## config.mk

```make
export PLATFORM = sky130hd
export DESIGN_NAME = accumulator_alu_serial
export DESIGN_NICKNAME = d
export VERILOG_FILES = /design/src/rtl/accumulator_alu_serial.sv
export SDC_FILE = /design/constraint.sdc
export NUM_CORES = 1
export LEC_CHECK = 0
export ABC_CLOCK_PERIOD_IN_PS = 4100
export CORE_ASPECT_RATIO = 1.5
export CORE_MARGIN = 2
export CORE_UTILIZATION = 30
export DETAILED_ROUTE_END_ITERATION = 10
export PLACE_DENSITY = 0.45
export SKIP_LAST_GASP = 1
export SLEW_MARGIN = 20
export SYNTH_ARGS = -nofsm -noshare
export SYNTH_HDL_FRONTEND = slang
export SYNTH_SLANG_ARGS = --single-unit
```

## constraint.sdc

```tcl
create_clock -name clk -period 4.1 [get_ports clk]
set_input_delay 0.82 -clock clk [delete_from_list [all_inputs] [get_ports clk]]
set_output_delay 0.82 -clock clk [all_outputs]
set_load 0.1 [all_outputs]
```

## src/rtl/accumulator_alu_serial.sv

```systemverilog
// Digit-serial accumulator/ALU: one command per handshake, DIGIT bits per cycle, LSB slice first.
// Accumulator and flags commit together on the last slice; optional unsigned saturation for ADD/ADC/SUB/SBB.
module accumulator_alu_serial #(
  parameter int WIDTH    = 8,
  parameter int DIGIT    = 4,
  parameter int SATURATE = 0
) (
  input  logic             clk,
  input  logic             rst_n,
  input  logic             cmd_valid,
  output logic             cmd_ready,
  input  logic [3:0]       cmd_op,
  input  logic [WIDTH-1:0] cmd_data,
  output logic             done,
  output logic [WIDTH-1:0] acc_out,
  input  logic             bus_oe,
  output logic [WIDTH-1:0] bus_out,
  output logic             flag_c,
  output logic             flag_z,
  output logic             flag_n,
  output logic             flag_v
);

  localparam int NSTEP = WIDTH / DIGIT;
  localparam int IDX_W = (NSTEP > 1) ? $clog2(NSTEP) : 1;

  localparam logic [3:0] OP_LOAD = 4'd0;
  localparam logic [3:0] OP_ADD  = 4'd1;
  localparam logic [3:0] OP_SUB  = 4'd2;
  localparam logic [3:0] OP_ADC  = 4'd3;
  localparam logic [3:0] OP_SBB  = 4'd4;
  localparam logic [3:0] OP_AND  = 4'd5;
  localparam logic [3:0] OP_OR   = 4'd6;
  localparam logic [3:0] OP_XOR  = 4'd7;
  localparam logic [3:0] OP_CMP  = 4'd8;
  localparam logic [3:0] OP_CLR  = 4'd9;

  typedef enum logic {IDLE, BUSY} state_t;

  state_t           state_reg, state_next;
  logic [3:0]       op_reg;
  logic [WIDTH-1:0] b_reg;
  logic [WIDTH-1:0] acc_reg;
  logic [WIDTH-1:0] shadow_reg;
  logic [IDX_W-1:0] idx_reg;
  logic             carry_reg;
  logic             flag_c_reg, flag_z_reg, flag_n_reg, flag_v_reg;
  logic             done_reg;

  logic [DIGIT-1:0] a_slice, b_slice, slice_res;
  logic [DIGIT:0]   sum_ext, diff_ext;
  logic             slice_cout;
  logic             last_slice;
  logic [DIGIT-1:0] res_slice [NSTEP];
  logic [WIDTH-1:0] result_full;

  logic [WIDTH-1:0] acc_next;
  logic             flag_c_next, flag_z_next, flag_n_next, flag_v_next;
  logic [WIDTH-1:0] zn_src;
  logic             zn_update;
  logic             a_msb, b_msb, r_msb;

  assign cmd_ready  = (state_reg == IDLE);
  assign done       = done_reg;
  assign acc_out    = acc_reg;
  assign bus_out    = bus_oe ? acc_reg : '0;
  assign flag_c     = flag_c_reg;
  assign flag_z     = flag_z_reg;
  assign flag_n     = flag_n_reg;
  assign flag_v     = flag_v_reg;
  assign last_slice = (idx_reg == IDX_W'(NSTEP - 1));

  // One DIGIT-wide slice of the operation; the borrow is the sign bit of the widened difference.
  always_comb begin
    a_slice    = acc_reg[idx_reg*DIGIT +: DIGIT];
    b_slice    = b_reg[idx_reg*DIGIT +: DIGIT];
    sum_ext    = {1'b0, a_slice} + {1'b0, b_slice} + {{DIGIT{1'b0}}, carry_reg};
    diff_ext   = {1'b0, a_slice} - {1'b0, b_slice} - {{DIGIT{1'b0}}, carry_reg};
    slice_res  = b_slice;
    slice_cout = 1'b0;
    case (op_reg)
      OP_ADD, OP_ADC: begin
        slice_res  = sum_ext[DIGIT-1:0];
        slice_cout = sum_ext[DIGIT];
      end
      OP_SUB, OP_SBB, OP_CMP: begin
        slice_res  = diff_ext[DIGIT-1:0];
        slice_cout = diff_ext[DIGIT];
      end
      OP_AND:  slice_res = a_slice & b_slice;
      OP_OR:   slice_res = a_slice | b_slice;
      OP_XOR:  slice_res = a_slice ^ b_slice;
      default: slice_res = b_slice;
    endcase
  end

  // Full result as it will stand after the current slice lands in the shadow register.
  for (genvar gi = 0; gi < NSTEP; gi++) begin : g_slice
    assign res_slice[gi] = (idx_reg == IDX_W'(gi)) ? slice_res : shadow_reg[gi*DIGIT +: DIGIT];
  end

  always_comb begin
    result_full = '0;
    for (int i = 0; i < NSTEP; i++) begin
      result_full[i*DIGIT +: DIGIT] = res_slice[i];
    end
  end

  always_comb begin
    a_msb       = acc_reg[WIDTH-1];
    b_msb       = b_reg[WIDTH-1];
    r_msb       = result_full[WIDTH-1];
    acc_next    = acc_reg;
    flag_c_next = flag_c_reg;
    flag_v_next = flag_v_reg;
    zn_src      = result_full;
    zn_update   = 1'b1;
    case (op_reg)
      OP_LOAD: begin
        acc_next = b_reg;
        zn_src   = b_reg;
      end
      OP_ADD, OP_ADC: begin
        flag_c_next = slice_cout;
        flag_v_next = (a_msb == b_msb) && (r_msb != a_msb);
        acc_next    = ((SATURATE != 0) && slice_cout) ? '1 : result_full;
        zn_src      = acc_next;
      end
      OP_SUB, OP_SBB: begin
        flag_c_next = slice_cout;
        flag_v_next = (a_msb != b_msb) && (r_msb != a_msb);
        acc_next    = ((SATURATE != 0) && slice_cout) ? '0 : result_full;
        zn_src      = acc_next;
      end
      OP_CMP: begin
        flag_c_next = slice_cout;
        flag_v_next = (a_msb != b_msb) && (r_msb != a_msb);
      end
      OP_AND, OP_OR, OP_XOR: begin
        flag_c_next = 1'b0;
        flag_v_next = 1'b0;
        acc_next    = result_full;
      end
      OP_CLR: begin
        flag_c_next = 1'b0;
        flag_v_next = 1'b0;
        acc_next    = '0;
        zn_src      = '0;
      end
      default: zn_update = 1'b0;
    endcase
    flag_z_next = zn_update ? (zn_src == '0) : flag_z_reg;
    flag_n_next = zn_update ? zn_src[WIDTH-1] : flag_n_reg;
  end

  always_comb begin
    state_next = state_reg;
    case (state_reg)
      IDLE:    if (cmd_valid) state_next = BUSY;
      BUSY:    if (last_slice) state_next = IDLE;
      default: state_next = IDLE;
    endcase
  end

  always_ff @(posedge clk or negedge rst_n) begin
    if (!rst_n) begin
      state_reg  <= IDLE;
      op_reg     <= '0;
      b_reg      <= '0;
      acc_reg    <= '0;
      shadow_reg <= '0;
      idx_reg    <= '0;
      carry_reg  <= 1'b0;
      flag_c_reg <= 1'b0;
      flag_z_reg <= 1'b0;
      flag_n_reg <= 1'b0;
      flag_v_reg <= 1'b0;
      done_reg   <= 1'b0;
    end else begin
      state_reg <= state_next;
      done_reg  <= 1'b0;
      if (state_reg == IDLE) begin
        if (cmd_valid) begin
          op_reg    <= cmd_op;
          b_reg     <= cmd_data;
          idx_reg   <= '0;
          carry_reg <= ((cmd_op == OP_ADC) || (cmd_op == OP_SBB)) ? flag_c_reg : 1'b0;
        end
      end else begin
        shadow_reg[idx_reg*DIGIT +: DIGIT] <= slice_res;
        carry_reg <= slice_cout;
        idx_reg   <= idx_reg + IDX_W'(1);
        if (last_slice) begin
          acc_reg    <= acc_next;
          flag_c_reg <= flag_c_next;
          flag_z_reg <= flag_z_next;
          flag_n_reg <= flag_n_next;
          flag_v_reg <= flag_v_next;
          done_reg   <= 1'b1;
        end
      end
    end
  end

endmodule
```

==> results of run 1 <==
==> logic make-up after synthesis <==
family	share of synthesized area
compound gates	0.193
xor+xnor	0.0203
fa+ha+maj	0.0890
buf+inv	0.0522
flops	0.348
mux	0.102
simple gates	0.195
==> area by class of cell <==
| cell class | instances | area (um2) | share of cell area |
|---|---|---|---|
| Clock buffer | 7 | 143 | 0.0450 |
| Clock inverter | 1 | 7.51 | 0.00237 |
| Inverter | 19 | 71.3 | 0.0225 |
| Multi-Input combinational cell | 219 | 1550 | 0.490 |
| Sequential cell | 36 | 901 | 0.284 |
| Tap cell | 107 | 134 | 0.0423 |
| Timing Repair Buffer | 39 | 360 | 0.114 |
==> per-layer routing <==
metal,track usage,vias up,share of wire
met5,0,-,0
met4,0.0699,0,0.029
met3,0.0253,11,0.024
met2,0.293,43,0.53
met1,0.220,1087,0.42
li1,-,1082,-
==> worst register-to-register path, delay by kind of cell, from the launching register on <==
family	cells	cell delay, ns
adder cells (fa/ha/maj)	2	0.86
AO/OA/AOI/OAI	4	0.65
AND/OR/NAND/NOR	1	0.33
buffers and inverters	2	0.22
flip-flops	1	0.68
multiplexers	2	0.60
==> path summary, 6_finish.rpt <==
path                                from  depth (start not counted)            end  slack [ns]
max in group asynchronous          rst_n                          1     acc_out[7]        2.93
setup / recovery                 idx_reg                         11         flag_z        0.65
min in group asynchronous          rst_n                          1       b_reg[6]        0.64
hold reg to reg            shadow_reg[0]                          2  shadow_reg[0]        0.49
hold / removal             shadow_reg[0]                          2  shadow_reg[0]        0.49
setup reg to reg                 idx_reg                         11         flag_z        0.65
==> cells in the final DEF, fill, tap and decap left out, drive strengths merged, types with 3 or more instances in the layout <==
master	n
clkbuf	7
o211ai	3
o21ai	22
xnor2	5
mux2	15
fa	4
nor2b	5
a21oi	16
nand2b	6
a21o	4
mux2i	9
o211a	3
or3	3
and2	8
dfrtp	36
clkdlybuf4s50	28
inv	19
nand3	7
nor3	6
ha	12
buf	11
o21a	6
nor2	15
nand2	34
==> stage by stage <==
stage | area [um2] | setup WS, ns | util | hold slack, ns | cells
2_1_floorplan | 2590 | 0.605 | - | 0.441 | 287
3_3_place_gp | 3020 | 0.760 | 0.359 | 0.462 | 420
3_5_place_dp | 3020 | 0.632 | 0.359 | 0.474 | 420
4_1_cts | 3170 | 0.636 | 0.377 | 0.488 | 428
5_1_grt | 3170 | 0.466 | 0.377 | 0.507 | 428
6_report | 3170 | 0.653 | 0.377 | 0.486 | 428
==> results.rst, run 1 <==
.. list-table::
   :header-rows: 1

   * - Metric
     - Value
   * - Worst hold-check path type
     - register to register
   * - Chip Width
     - 79.8 um
   * - Half-perimeter wire length after detailed placement
     - 6.06 mm
   * - Cell taking the most area after synthesis
     - dfrtp_1
   * - Number of buffer and inverter stages on the critical path
     - 2
   * - Buffers added on ports
     - 37
   * - Vias in the first global route
     - 2175
   * - First-pass GRT wire length
     - 12.3 mm
   * - Cell types occupying the most area after synthesis
     - dfrtp_1 35%, mux2_2 6.1%, ha_1 5.8%, nand2_1 4.9%, o21ai_0 4.3%
   * - Slowest cell delay on critical path
     - 0.68 ns
   * - Final worst-path cycle share
     - 0.841
   * - Die extent in y
     - 118 um
   * - Highest net fanout along the worst path
     - 13
   * - Count of warnings emitted by yosys
     - 0
   * - # IOs
     - 38
   * - Startpoint kind of the worst setup timing path
     - register
   * - Synth-to-Final Area Change
     - 22.4%
   * - Post-CTS sizing
     - 0
   * - Sum Neg Setup Slack
     - 0 ns
   * - Synthesized netlist net count
     - 319
   * - Number of levels the H-tree was split into
     - 2
   * - Number of endpoints with negative hold slack in the final report
     - 0
   * - Tightest Pin Transition
     - 0.975 ns
   * - Final critical path time including I/O delays and setup
     - 3.45 ns
   * - RD Place Congestion
     - 0.835
   * - Final wirelength
     - 7.73 mm
   * - Clock Sink Count
     - 36
   * - Number of iterations in the first detailed-routing pass
     - 4
   * - Initial antenna violation count
     - 0
   * - Die footprint
     - 9400 um2
   * - Async SR Flop Fraction
     - 1.00
   * - Setup violation total in the final timing report
     - 0
   * - List of cells traversed by the critical path
     - mux2i_1 -> inv_1 -> fa_1 -> inv_1 -> fa_1 -> mux2_2 -> o21a_1 -> o211a_1 -> or2_2 -> o211a_1 -> o211a_1
   * - Cell mode on critical path
     - o211a_1
   * - Clock slew seen by the registers of the worst setup and hold paths
     - 0.06 ns
   * - Count of state elements after synthesis
     - 36
   * - GRT Residual Overflow
     - 0
   * - Nets@finish
     - 352
   * - Number of setup buffers added after CTS
     - 0
   * - Number of remaining DRC errors
     - 0
   * - Detailed-route vias per instance
     - 5.19
   * - Clock tree from TritonCTS
     - yes
   * - Sequential cell area fraction in the yosys report
     - 0.348
   * - CTS Buf Count
     - 5
   * - Clock Skew
     - 0.00427 ns
   * - Netlist Area Pre-Place
     - 2590 um2
   * - Cell with the most instances after synthesis
     - dfrtp_1
   * - Crit-path leading delay family
     - adder cells
   * - Layout cell share with drive strength beyond 1
     - 0.121
   * - Max-cap viol count
     - 0
   * - Instance count of the mapped netlist
     - 287
   * - Required time of the critical path
     - 4.27 ns
   * - Total track usage
     - 0.174
   * - Slowest-stage cell, CP
     - dfrtp_1
   * - Wire length per cell
     - 18.0 um
   * - Setup Crit Path Kind
     - register to register
   * - Hold-fix buffers at CTS
     - 0
   * - Category of the worst setup path capture point
     - register
   * - Setup repair after global routing missed its margin
     - false
   * - Distinct cell type count after synthesis
     - 55
   * - Max Buffers Root-to-Sink
     - 2
   * - Status
     - complete, no violations
   * - Diodes inserted
     - 0
   * - Critical Path AT
     - 3.62 ns
   * - Cell at the root of the clock tree
     - clkbuf_16
   * - Number of enable-type register cells in the synthesized netlist
     - 0
   * - Mean cell area of the mapped netlist
     - 9.02 um2
   * - Max-slew headroom at the worst pin
     - 0.348
   * - # fillers
     - 896
   * - Clk_lat worst skew
     - 0.28 ns
   * - Maximum number of pins on one net before global-route repair
     - 37
   * - Most instantiated cells after synthesis
     - 36 x dfrtp_1, 34 x nand2_1, 22 x o21ai_0
   * - Final Max Tran Viols
     - 0
   * - Antenna violation net count after detailed routing
     - 0
   * - Core Region
     - 8410 um2
   * - F_max
     - 290 MHz
   * - Via count
     - 2223
   * - Top-area cell type share of the netlist area
     - 0.348
   * - Effective utilization at floorplan
     - 0.308
   * - Top flip-flop cell by instance count after synthesis
     - dfrtp_1
   * - Number of placement rows
     - 41
   * - Starting DRC count in detailed routing
     - 149
Power of run 1 is left out: the tool's default activity adds up to more than one toggle a clock period on the data nets, which glitch-free logic cannot reach.
==> run 2: changes to the inputs <==
ABC_CLOCK_PERIOD_IN_PS = 2910   (was 4100)
PLACE_DENSITY = 0.47   (was 0.45)
clock period = 2.91 ns   (was 4.1 ns; I/O delays follow)
==> results.rst, run 2 (synthesis results as in run 1) <==
.. list-table::
   :header-rows: 1

   * - Metric
     - Value
   * - Effective utilization at floorplan
     - 0.308
   * - Core Region
     - 8410 um2
   * - Hold-fix buffers at CTS
     - 0
   * - Total track usage
     - 0.180
   * - Buffers added on ports
     - 37
   * - Final worst-path cycle share
     - 0.990
   * - Die footprint
     - 9400 um2
   * - Startpoint of the lowest-slack register-to-register path
     - idx_reg
   * - Top layer used by detailed routing
     - met4
   * - # IOs
     - 38
   * - Max-cap viol count
     - 0
   * - Number of iterations in the first detailed-routing pass
     - 4
   * - Wire length per cell
     - 17.8 um
   * - Initial antenna violation count
     - 0
   * - Setup repair after global routing missed its margin
     - true
   * - Clock Skew
     - 0.00538 ns
   * - Layout cell share with drive strength beyond 1
     - 0.271
   * - Setup violation total in the final timing report
     - 0
   * - Commonest non-fill, non-tap cell in the layout
     - buf_4
   * - Required time of the critical path
     - 3.07 ns
   * - Chip Width
     - 79.8 um
   * - Die extent in y
     - 118 um
   * - Status
     - complete, no violations
   * - Internal reg-to-reg setup slack
     - 0.03 ns
   * - Detailed-route vias per instance
     - 5.19
   * - CTS Buf Count
     - 5
   * - Highest-count cells in the layout ignoring fill and taps
     - 45 x buf_4, 34 x nand2_1, 33 x dfrtp_1
   * - Final Max Tran Viols
     - 0
   * - Max-slew headroom at the worst pin
     - 0.440
   * - Number of placement rows
     - 41
   * - F_max
     - 347 MHz
   * - Max Buffers Root-to-Sink
     - 2
   * - Half-perimeter wire length after detailed placement
     - 6.47 mm
   * - Number of endpoints with negative hold slack in the final report
     - 0
   * - Final wirelength
     - 8.17 mm
   * - Met3 WL
     - 93 um
   * - GRT Residual Overflow
     - 0
   * - Maximum number of pins on one net before global-route repair
     - 37
   * - Register-to-Register Path Depth
     - 11
   * - Cell at the root of the clock tree
     - clkbuf_16
   * - Least setup slack across all paths after layout
     - 0.0281 ns
   * - Sum Neg Setup Slack
     - 0 ns
   * - Met1 wire length
     - 3.41 mm
   * - Clock slew seen by the registers of the worst setup and hold paths
     - 0.06 ns
   * - Nets@finish
     - 382
   * - Destination of the worst register-to-register timing path
     - flag_z
   * - Diodes inserted
     - 0
   * - Tightest Pin Transition
     - 0.840 ns
   * - Number of remaining DRC errors
     - 0
   * - Critical Path AT
     - 3.05 ns
   * - Vias in the first global route
     - 2447
   * - Setup Crit Path Kind
     - register to register
   * - Antenna violation net count after detailed routing
     - 0
   * - Place WS
     - -0.00608 ns
   * - Clk_lat worst skew
     - 0.28 ns
   * - Via count
     - 2377
   * - Synth-to-Final Area Change
     - 35.8%
   * - Startpoint kind of the worst setup timing path
     - register
   * - Starting DRC count in detailed routing
     - 69
   * - # fillers
     - 876
   * - Worst hold-check path type
     - input port to asynchronous set/reset pin
   * - Final critical path time including I/O delays and setup
     - 2.88 ns
   * - Number of levels the H-tree was split into
     - 2
   * - Clock Sink Count
     - 36
   * - First-pass GRT wire length
     - 12.9 mm
   * - Category of the worst setup path capture point
     - register
   * - Highest net fanout along the worst path
     - 4
   * - Clock tree from TritonCTS
     - yes
   * - RD Place Congestion
     - 0.856
   * - Total met2 wirelength after detailed routing
     - 4.34 mm
==> run 2: changes by cell type in the layout (fill, tap and decap cells not counted), sizes merged <==
| cell | change |
|---|---|
| clkbuf | -2 |
| clkdlybuf4s50 | -14 |
| bufinv | +1 |
| clkinv | +1 |
| buf | +44 |
==> run 2: what timing repair did <==
action                                  in CTS  in global routing
buffers inserted                             2                  1
resized for setup                            2                  7
endpoints found under the setup margin       1                  9
pin swaps                                    1                  1
==> run 2: through the flow <==
stage	hold slack [ns]	util	instance area [um2]	cells
2_1_floorplan	0.286	-	2610	287
3_3_place_gp	0.468	0.392	3300	447
3_5_place_dp	0.475	0.392	3300	447
4_1_cts	0.435	0.415	3490	457
5_1_grt	0.476	0.418	3510	458
6_report	0.402	0.418	3510	458
==> run 2: layout make-up <==
| class | instances | area, um2 | area share |
|---|---|---|---|
| Tap cell | 107 | 134 | 0.0381 |
| Clock buffer | 5 | 125 | 0.0356 |
| Timing Repair Buffer | 69 | 654 | 0.186 |
| Sequential cell | 36 | 905 | 0.257 |
| Multi-Input combinational cell | 219 | 1580 | 0.450 |
| Clock inverter | 3 | 42.5 | 0.0121 |
| Inverter | 19 | 71.3 | 0.0203 |
==> run 2: worst max path at each step <==
stage / start / end / cells past startpoint
2_1_floorplan: idx_reg / flag_z / 13
3_3_place_gp: idx_reg / flag_z / 13
3_5_place_dp: idx_reg / flag_z / 11
4_1_cts: idx_reg / flag_z / 11
5_1_grt: idx_reg / flag_z / 11
6_report: idx_reg / flag_z / 11
==> run 2: layer usage <==
metal	GRT usage	vias to the layer above
met5	0	-
met4	0.0794	0
met3	0.0222	20
met2	0.311	33
met1	0.219	1180
li1	-	1144
==> run 2: worst max-delay path, stage by stage (launching register included) <==
cell	delay, ns
dfrtp_2	0.42
mux2i_2	0.26
inv_2	0.07
fa_2	0.37
inv_2	0.06
fa_1	0.42
mux2_4	0.28
o21a_1	0.18
o211a_1	0.14
or2_4	0.24
o211a_1	0.11
o211a_1	0.20
Power of run 2 is left out for the same reason.
==> run 3: changes to the inputs <==
CTS_CLUSTER_DIAMETER = 40   (was default)
==> results of run 3 <==
The final DEF is identical to that of run 2; final timing and power are the same.
Power of run 3 is left out for the same reason.
